[config.mk]
export PLATFORM = sky130hd
export DESIGN_NAME = pipe_ctrl_unit
export DESIGN_NICKNAME = d
export VERILOG_FILES = /design/src/rtl/ctrl_pkg.sv /design/src/rtl/instr_decode.sv /design/src/rtl/pipe_ctrl_unit.sv
export SDC_FILE = /design/constraint.sdc
export NUM_CORES = 1
export LEC_CHECK = 0
export BUFFER_PORTS_ARGS = -buffer_cell sky130_fd_sc_hd__buf_2
export CAP_MARGIN = 40
export CORE_ASPECT_RATIO = 1.75
export CORE_MARGIN = 3
export CORE_UTILIZATION = 50
export CTS_CLUSTER_DIAMETER = 80
export DETAILED_ROUTE_END_ITERATION = 10
export PLACE_DENSITY = 0.84
export REMOVE_ABC_BUFFERS = 1
export SETUP_SLACK_MARGIN = 0.2
export SKIP_CTS_REPAIR_TIMING = 1
export SYNTH_ARGS = -nofsm -noshare
export SYNTH_HDL_FRONTEND = slang
export SYNTH_SLANG_ARGS = --single-unit
[constraint.sdc]
create_clock -name clk -period 3.8 [get_ports clk]
set_input_delay 0.38 -clock clk [delete_from_list [all_inputs] [get_ports clk]]
set_output_delay 0.38 -clock clk [all_outputs]
set_load 0.01 [all_outputs]
[src/rtl/ctrl_pkg.sv]
// rtl/ctrl_pkg.sv - shared opcode/func/ALU encodings and tracking-entry type for the pipeline control unit
package ctrl_pkg;

    localparam logic [5:0] OP_RTYPE = 6'b000000;
    localparam logic [5:0] OP_ADDI  = 6'b001000;
    localparam logic [5:0] OP_ANDI  = 6'b001100;
    localparam logic [5:0] OP_ORI   = 6'b001101;
    localparam logic [5:0] OP_LW    = 6'b100011;
    localparam logic [5:0] OP_SW    = 6'b101011;
    localparam logic [5:0] OP_BEQ   = 6'b000100;

    localparam logic [5:0] FN_ADD = 6'b100000;
    localparam logic [5:0] FN_SUB = 6'b100010;
    localparam logic [5:0] FN_AND = 6'b100100;
    localparam logic [5:0] FN_OR  = 6'b100101;
    localparam logic [5:0] FN_NOR = 6'b100111;
    localparam logic [5:0] FN_SLT = 6'b101010;
    localparam logic [5:0] FN_SLL = 6'b000000;
    localparam logic [5:0] FN_SRL = 6'b000010;
    localparam logic [5:0] FN_SRA = 6'b000011;

    localparam logic [3:0] ALU_ADD = 4'd0;
    localparam logic [3:0] ALU_SUB = 4'd1;
    localparam logic [3:0] ALU_AND = 4'd2;
    localparam logic [3:0] ALU_OR  = 4'd3;
    localparam logic [3:0] ALU_NOR = 4'd4;
    localparam logic [3:0] ALU_SLT = 4'd5;
    localparam logic [3:0] ALU_SLL = 4'd6;
    localparam logic [3:0] ALU_SRL = 4'd7;
    localparam logic [3:0] ALU_SRA = 4'd8;

    typedef enum logic [1:0] {
        FWD_RF  = 2'd0,
        FWD_EX  = 2'd1,
        FWD_MEM = 2'd2,
        FWD_WB  = 2'd3
    } fwd_sel_e;

    // Register fields of the 32-bit instruction word are always 5 bits wide
    localparam int TRK_AW = 5;

    typedef struct packed {
        logic              valid;
        logic              wreg;
        logic              m2reg;
        logic [TRK_AW-1:0] dest;
    } trk_entry_t;

endpackage

[src/rtl/instr_decode.sv]
// rtl/instr_decode.sv - combinational decode of one instruction into controls, destination and source-use flags
module instr_decode
    import ctrl_pkg::*;
#(
    parameter int REG_AW = 5,
    parameter int ALUC_W = 4
) (
    input  logic [31:0]       instr,
    output logic              branch,
    output logic              wreg,
    output logic              m2reg,
    output logic              wmem,
    output logic              shift,
    output logic              aluimm,
    output logic              sext,
    output logic              regrt,
    output logic [ALUC_W-1:0] aluc,
    output logic [REG_AW-1:0] rs,
    output logic [REG_AW-1:0] rt,
    output logic [REG_AW-1:0] dest,
    output logic              use_rs,
    output logic              use_rt
);

    logic [5:0] op;
    logic [5:0] fn;
    logic [3:0] alu;
    logic       fn_known;
    logic       unused_shamt;

    assign op           = instr[31:26];
    assign fn           = instr[5:0];
    assign rs           = REG_AW'(instr[25:21]);
    assign rt           = REG_AW'(instr[20:16]);
    assign aluc         = ALUC_W'(alu);
    assign unused_shamt = ^instr[10:6];

    always_comb begin
        branch   = 1'b0;
        wreg     = 1'b0;
        m2reg    = 1'b0;
        wmem     = 1'b0;
        shift    = 1'b0;
        aluimm   = 1'b0;
        sext     = 1'b0;
        regrt    = 1'b0;
        alu      = ALU_ADD;
        dest     = '0;
        use_rs   = 1'b0;
        use_rt   = 1'b0;
        fn_known = 1'b1;
        case (op)
            OP_RTYPE: begin
                case (fn)
                    FN_ADD:  alu = ALU_ADD;
                    FN_SUB:  alu = ALU_SUB;
                    FN_AND:  alu = ALU_AND;
                    FN_OR:   alu = ALU_OR;
                    FN_NOR:  alu = ALU_NOR;
                    FN_SLT:  alu = ALU_SLT;
                    FN_SLL:  alu = ALU_SLL;
                    FN_SRL:  alu = ALU_SRL;
                    FN_SRA:  alu = ALU_SRA;
                    default: fn_known = 1'b0;
                endcase
                // An unknown func decodes as a complete no-op, including source use
                if (fn_known) begin
                    wreg   = 1'b1;
                    shift  = (fn[5:2] == 4'b0000);
                    use_rs = (fn[5:2] != 4'b0000);
                    use_rt = 1'b1;
                    dest   = REG_AW'(instr[15:11]);
                end
            end
            OP_ADDI, OP_ANDI, OP_ORI, OP_LW: begin
                aluimm = 1'b1;
                sext   = 1'b1;
                regrt  = 1'b1;
                wreg   = 1'b1;
                m2reg  = (op == OP_LW);
                use_rs = 1'b1;
                dest   = rt;
                if (op == OP_ANDI) alu = ALU_AND;
                if (op == OP_ORI)  alu = ALU_OR;
            end
            OP_SW: begin
                aluimm = 1'b1;
                sext   = 1'b1;
                regrt  = 1'b1;
                wmem   = 1'b1;
                use_rs = 1'b1;
                use_rt = 1'b1;
            end
            OP_BEQ: begin
                branch = 1'b1;
                alu    = ALU_SUB;
                use_rs = 1'b1;
                use_rt = 1'b1;
            end
            default: ;
        endcase
    end

endmodule

[src/rtl/pipe_ctrl_unit.sv]
// rtl/pipe_ctrl_unit.sv - ID decode, in-flight dest tracking, hazard stall/flush and forwarding; PIPE_CTRL_FORWARD_EN enables forwarding
module pipe_ctrl_unit
    import ctrl_pkg::*;
#(
    parameter int STAGES = 3,
    parameter int REG_AW = 5,
    parameter int ALUC_W = 4,
    parameter int CNT_W  = 16
) (
    input  logic              clk,
    input  logic              rst,
    input  logic [31:0]       id_instr,
    input  logic              id_valid,
    input  logic              branch_taken,
    output logic              cu_branch,
    output logic              cu_wreg,
    output logic              cu_m2reg,
    output logic              cu_wmem,
    output logic              cu_shift,
    output logic              cu_aluimm,
    output logic              cu_sext,
    output logic              cu_regrt,
    output logic [ALUC_W-1:0] cu_aluc,
    output logic              stall,
    output logic              flush,
    output logic [1:0]        fwd_a,
    output logic [1:0]        fwd_b,
    output logic [CNT_W-1:0]  stall_cnt
);

    localparam int FWD_N = (STAGES < 3) ? STAGES : 3;
`ifdef PIPE_CTRL_FORWARD_EN
    localparam int HIT_N = FWD_N;
`else
    localparam int HIT_N = STAGES - 1;
`endif

    logic              dec_branch;
    logic              dec_wreg;
    logic              dec_wmem;
    logic [REG_AW-1:0] dec_rs;
    logic [REG_AW-1:0] dec_rt;
    logic [REG_AW-1:0] dec_dest;
    logic              dec_use_rs;
    logic              dec_use_rt;
    logic              kill;
    logic              stall_raw;
    logic [1:0]        fwd_a_c;
    logic [1:0]        fwd_b_c;
    logic [HIT_N-1:0]  hit_rs;
    logic [HIT_N-1:0]  hit_rt;
    logic              unused_trk;

    trk_entry_t trk [STAGES];

    instr_decode #(
        .REG_AW (REG_AW),
        .ALUC_W (ALUC_W)
    ) u_dec (
        .instr  (id_instr),
        .branch (dec_branch),
        .wreg   (dec_wreg),
        .m2reg  (cu_m2reg),
        .wmem   (dec_wmem),
        .shift  (cu_shift),
        .aluimm (cu_aluimm),
        .sext   (cu_sext),
        .regrt  (cu_regrt),
        .aluc   (cu_aluc),
        .rs     (dec_rs),
        .rt     (dec_rt),
        .dest   (dec_dest),
        .use_rs (dec_use_rs),
        .use_rt (dec_use_rt)
    );

    // Register 0 is hard-wired, so a zero source can never depend on anything
    always_comb begin
        hit_rs = '0;
        hit_rt = '0;
        for (int i = 0; i < HIT_N; i++) begin
            hit_rs[i] = dec_use_rs && (dec_rs != '0) && trk[i].valid && trk[i].wreg &&
                        (trk[i].dest == TRK_AW'(dec_rs));
            hit_rt[i] = dec_use_rt && (dec_rt != '0) && trk[i].valid && trk[i].wreg &&
                        (trk[i].dest == TRK_AW'(dec_rt));
        end
    end

`ifdef PIPE_CTRL_FORWARD_EN
    always_comb begin
        stall_raw = (hit_rs[0] | hit_rt[0]) & trk[0].m2reg;
        fwd_a_c   = FWD_RF;
        fwd_b_c   = FWD_RF;
        // Walk oldest to youngest so the youngest producer overrides
        for (int i = HIT_N - 1; i >= 0; i--) begin
            if (hit_rs[i]) fwd_a_c = 2'(i + 1);
            if (hit_rt[i]) fwd_b_c = 2'(i + 1);
        end
    end
    assign unused_trk = ^{trk[STAGES-1]};
`else
    // The last tracked stage writes the regfile through, so it never stalls
    always_comb begin
        stall_raw = |(hit_rs | hit_rt);
        fwd_a_c   = FWD_RF;
        fwd_b_c   = FWD_RF;
    end
    assign unused_trk = ^{trk[STAGES-1], trk[0].m2reg};
`endif

    assign flush = branch_taken;
    assign stall = stall_raw & ~branch_taken & rst;
    assign fwd_a = rst ? fwd_a_c : FWD_RF;
    assign fwd_b = rst ? fwd_b_c : FWD_RF;

    assign kill      = ~id_valid | stall | flush;
    assign cu_wreg   = dec_wreg & ~kill;
    assign cu_wmem   = dec_wmem & ~kill;
    assign cu_branch = dec_branch & ~kill;

    always_ff @(posedge clk or negedge rst) begin
        if (!rst) begin
            for (int i = 0; i < STAGES; i++) begin
                trk[i] <= '0;
            end
            stall_cnt <= '0;
        end else begin
            trk[0] <= '{valid: ~kill, wreg: dec_wreg, m2reg: cu_m2reg, dest: TRK_AW'(dec_dest)};
            for (int i = 1; i < STAGES; i++) begin
                trk[i] <= trk[i-1];
            end
            if (stall && (stall_cnt != '1)) begin
                stall_cnt <= stall_cnt + CNT_W'(1);
            end
        end
    end

endmodule

==> qor.log <==
INFO  sta            grt_setup_unrepaired=no
INFO  placement      routability_congestion_estimate_from_global_placement=0.8118
INFO  cells_and_area layout-drive-gt1-share=32.14%
INFO  synth          synthesis.instances=194
INFO  sta            timing.clock.skew=7.198ps
INFO  routing        detail-route-antenna-nets=0
INFO  synth          synth_top_area_share=38.94%
INFO  clocking       numCtsBuffers=5
INFO  synth          synth-edff-count=0
INFO  floorplanning  rows=29
INFO  synth          synth.top_cells.by_area=dfrtp_1 (39%), xnor2_1 (14%), nand4_1 (3.2%)
INFO  synth          synth_commonest_cells=dfrtp_1 (30), xnor2_1 (30), nand2_1 (12), nor2_1 (12), nand3_1 (11)
INFO  routing        drc=0
INFO  worst_setup_path timing.critical_path.to_type=output port
INFO  sta            setup-violations-final=0
INFO  sta            final.min_clock_period=2605ps
INFO  global_route   number_of_global_route_vias_before_repair=1602
INFO  worst_setup_path crit_path_frequent_cell=buf_2
INFO  worst_setup_path cp_max_fo=11
INFO  clocking       clk-insertion-delay-late=280ps
INFO  pwr            seq_power_share=49.1%
INFO  synth          synth_cell_type_count=50
INFO  synth          synth_warnings=0
INFO  worst_setup_path crit_path_top_delay_cell=o21a_2
INFO  sta            final_worst_path_period_share=68.56%
INFO  sta            slew_headroom=54.76%
INFO  sta            max_slew.worst_pin.slew=678.6ps
INFO  worst_setup_path cp-start-kind=input port
INFO  synth          ys_async_sr_fraction=100.0%
INFO  pwr            internal_power=504.4uW
INFO  outcome        status=complete, no violations
INFO  pwr            power_frac_clock=38.3%
INFO  cells_and_area postLayoutCellArea=2295um^2
INFO  floorplanning  top_level_ports=70
INFO  cells_and_area antennaDiodeCount=0
INFO  placement      dpl.hpwl=3268um
INFO  global_route   grt_max_degree=33
INFO  synth          yosys.area.top_type=dfrtp_1
INFO  sta            slew_violations=0
INFO  synth          yosysSeqAreaShare=38.94%
INFO  pwr            power.total=665.7uW
INFO  synth          synthFlopType=dfrtp_1
INFO  pwr            power_per_cell_area=290.1nW/um^2
INFO  routing        vias=1623
INFO  global_route   globalRoute.totalOverflow=0
INFO  global_route   grt_pass1_wl=6713um
INFO  cells_and_area fillers=349
INFO  worst_setup_path worstPathArrival=2230ps
INFO  worst_setup_path critical_path.max_stage_delay=280ps
INFO  routing        viasPerCell=5.446
INFO  cells_and_area layout.nets=288
INFO  placement      numPortBuffers=60
INFO  clocking       tritoncts=built
INFO  worst_setup_path worst-setup-path-type=input port to output port
INFO  clocking       clkSinkCount=30
INFO  worst_setup_path r2r-start=trk[8]
INFO  routing        routed_wire_length=4155um
INFO  clocking       path_clk_slew=60ps
INFO  floorplanning  die-width=52.94um
INFO  floorplanning  die_height=88.15um
INFO  routing        number_of_design_rule_violations_left_by_the_first_detailed_router_iteration=42
INFO  cells_and_area final_cell_count_no_fill=298
INFO  pwr            power.share.switching=24.23%
INFO  worst_setup_path timing.reg2reg.worst_path_depth=6
INFO  flow_run       maxCapViolations=0
INFO  placement      post_dp_cell_area=2203um^2
INFO  floorplanning  core=3665um^2
INFO  sta            totalNegativeSetupSlack=0ps
INFO  worst_setup_path rr_endpoint=stall_cnt[1]
INFO  cells_and_area register_area=750.7um^2
INFO  clocking       ctsLongestPathBuffers=2
INFO  floorplanning  die_area=4666um^2
INFO  routing        drtPass1Iterations=4
INFO  worst_setup_path worstPathCellList=buf_2 -> a21boi_0 -> o211ai_2 -> o21a_2 -> o211a_4 -> nor2_2 -> nor2b_1 -> nor3b_1 -> buf_2
INFO  pwr            power_frac_comb=12.6%
INFO  clocking       htreeDepth=2
INFO  cells_and_area area.growth.synth_to_final=19.01%
INFO  pwr            ir_worst_vdd=0.2048mV
INFO  sta            final_hold_viol_count=0
INFO  worst_setup_path ff2ff_setup_slack=1770ps
INFO  cells_and_area multiInputGateArea=1095um^2
INFO  pwr            switchingPower=161.3uW
INFO  min_path       hold_path_class=input port to async pin
INFO  global_route   number_of_antenna_violations_at_the_first_check_in_global_routing=0
INFO  synth          syn-mean-instance-area=9.939um^2
INFO  synth          synth.ff_latch_count=30
INFO  synth          syn-cell-area=1928um^2
INFO  global_route   global_route.usage.total=19.25%
INFO  floorplanning  initial_core_util=52.61%
INFO  routing        wl_per_cell=13.94um
INFO  placement      placedCellCount=290
INFO  pwr            power_leakage=0.001089uW
INFO  worst_setup_path cp_data_required_time=3420ps
INFO  clocking       ctsRootBufferMaster=clkbuf_8
INFO  sta            clock.fmax=0.3838GHz
==> per-layer routing <==
| layer | global-route usage (%) | wire length, um | up-vias |
|---|---|---|---|
| li1 | - | - | 801 |
| met1 | 20.45 | 1576 | 757 |
| met2 | 35.07 | 2219 | 55 |
| met3 | 3.407 | 231 | 10 |
| met4 | 9.535 | 128 | 0 |
| met5 | 0 | 0 | - |
==> critical path, delay by kind of cell <==
| kind | cells | cell delay (ps) |
|---|---|---|
| AO/OA/AOI/OAI | 4 | 920 |
| buffers and inverters | 2 | 370 |
| AND/OR/NAND/NOR | 3 | 540 |
==> sequential cells by signal, indices dropped and copies added, names as in the netlist <==
name	count
trk	14
stall_cnt	16
==> power by group through the flow <==
stage          registers [uW]  logic [uW]  clock network [uW]
3_5_place_dp              332        83.7                   0
4_1_cts                   327        84.3                 264
6_report                  327        83.8                 255
5_1_grt                   327        93.4                 283
3_3_place_gp              332        82.6                   0
2_1_floorplan             332        38.4                   0
==> layout by cell type (no fill, tap or decap), drive strengths merged, types with 2 or more instances in the layout <==
cell,instances
nand2b,4
and2,4
o21a,2
nor2,13
a22o,5
nor3,7
and3,7
buf,60
nand4,10
clkbuf,7
nor2b,5
nand2,12
a21oi,2
xor2,6
or4,2
xnor2,30
conb,4
nor4,3
dfrtp,30
or2,2
nand3,11
o211ai,2
o21ai,2
==> through the flow <==
step	util, %	setup WS [ps]	hold slack (ps)
floorplan	-	1630	84.41
global placement	60.12	1217	391.0
detailed placement	60.12	1212	387.0
CTS	62.62	1204	143.4
global route	62.62	1028	184.2
finish	62.62	1195	132.7
==> cells by family (layout without fill, tap and decap cells) <==
logic type / after synthesis / count (layout) / share of synthesized area (%)
other cells: 1 / 4 / 0.1945
simple gates: 87 / 87 / 25.96
mux: 1 / 1 / 0.5840
fa+ha+maj: 1 / 1 / 0.6488
xor+xnor: 36 / 36 / 16.35
buf+inv: 13 / 68 / 4.866
flops: 30 / 30 / 38.94
compound gates: 25 / 25 / 12.46
==> worst max path at each step <==
stage	end	from
2_1_floorplan	cu_wreg	id_instr[0]
3_3_place_gp	cu_wreg	id_instr[3]
3_5_place_dp	cu_wreg	id_instr[26]
4_1_cts	cu_wreg	id_instr[26]
5_1_grt	cu_wreg	id_instr[3]
6_report	cu_wreg	id_instr[3]
==> area by class of cell <==
cell class | instances | share of cell area (%)
clock buffers | 7 | 3.762
multi-input cells | 154 | 47.71
clock inverters | 1 | 0.2181
flip-flops and latches | 30 | 32.72
well taps | 46 | 2.508
repair buffers | 60 | 13.09
Note: power is estimated with default switching activity, not from simulation.
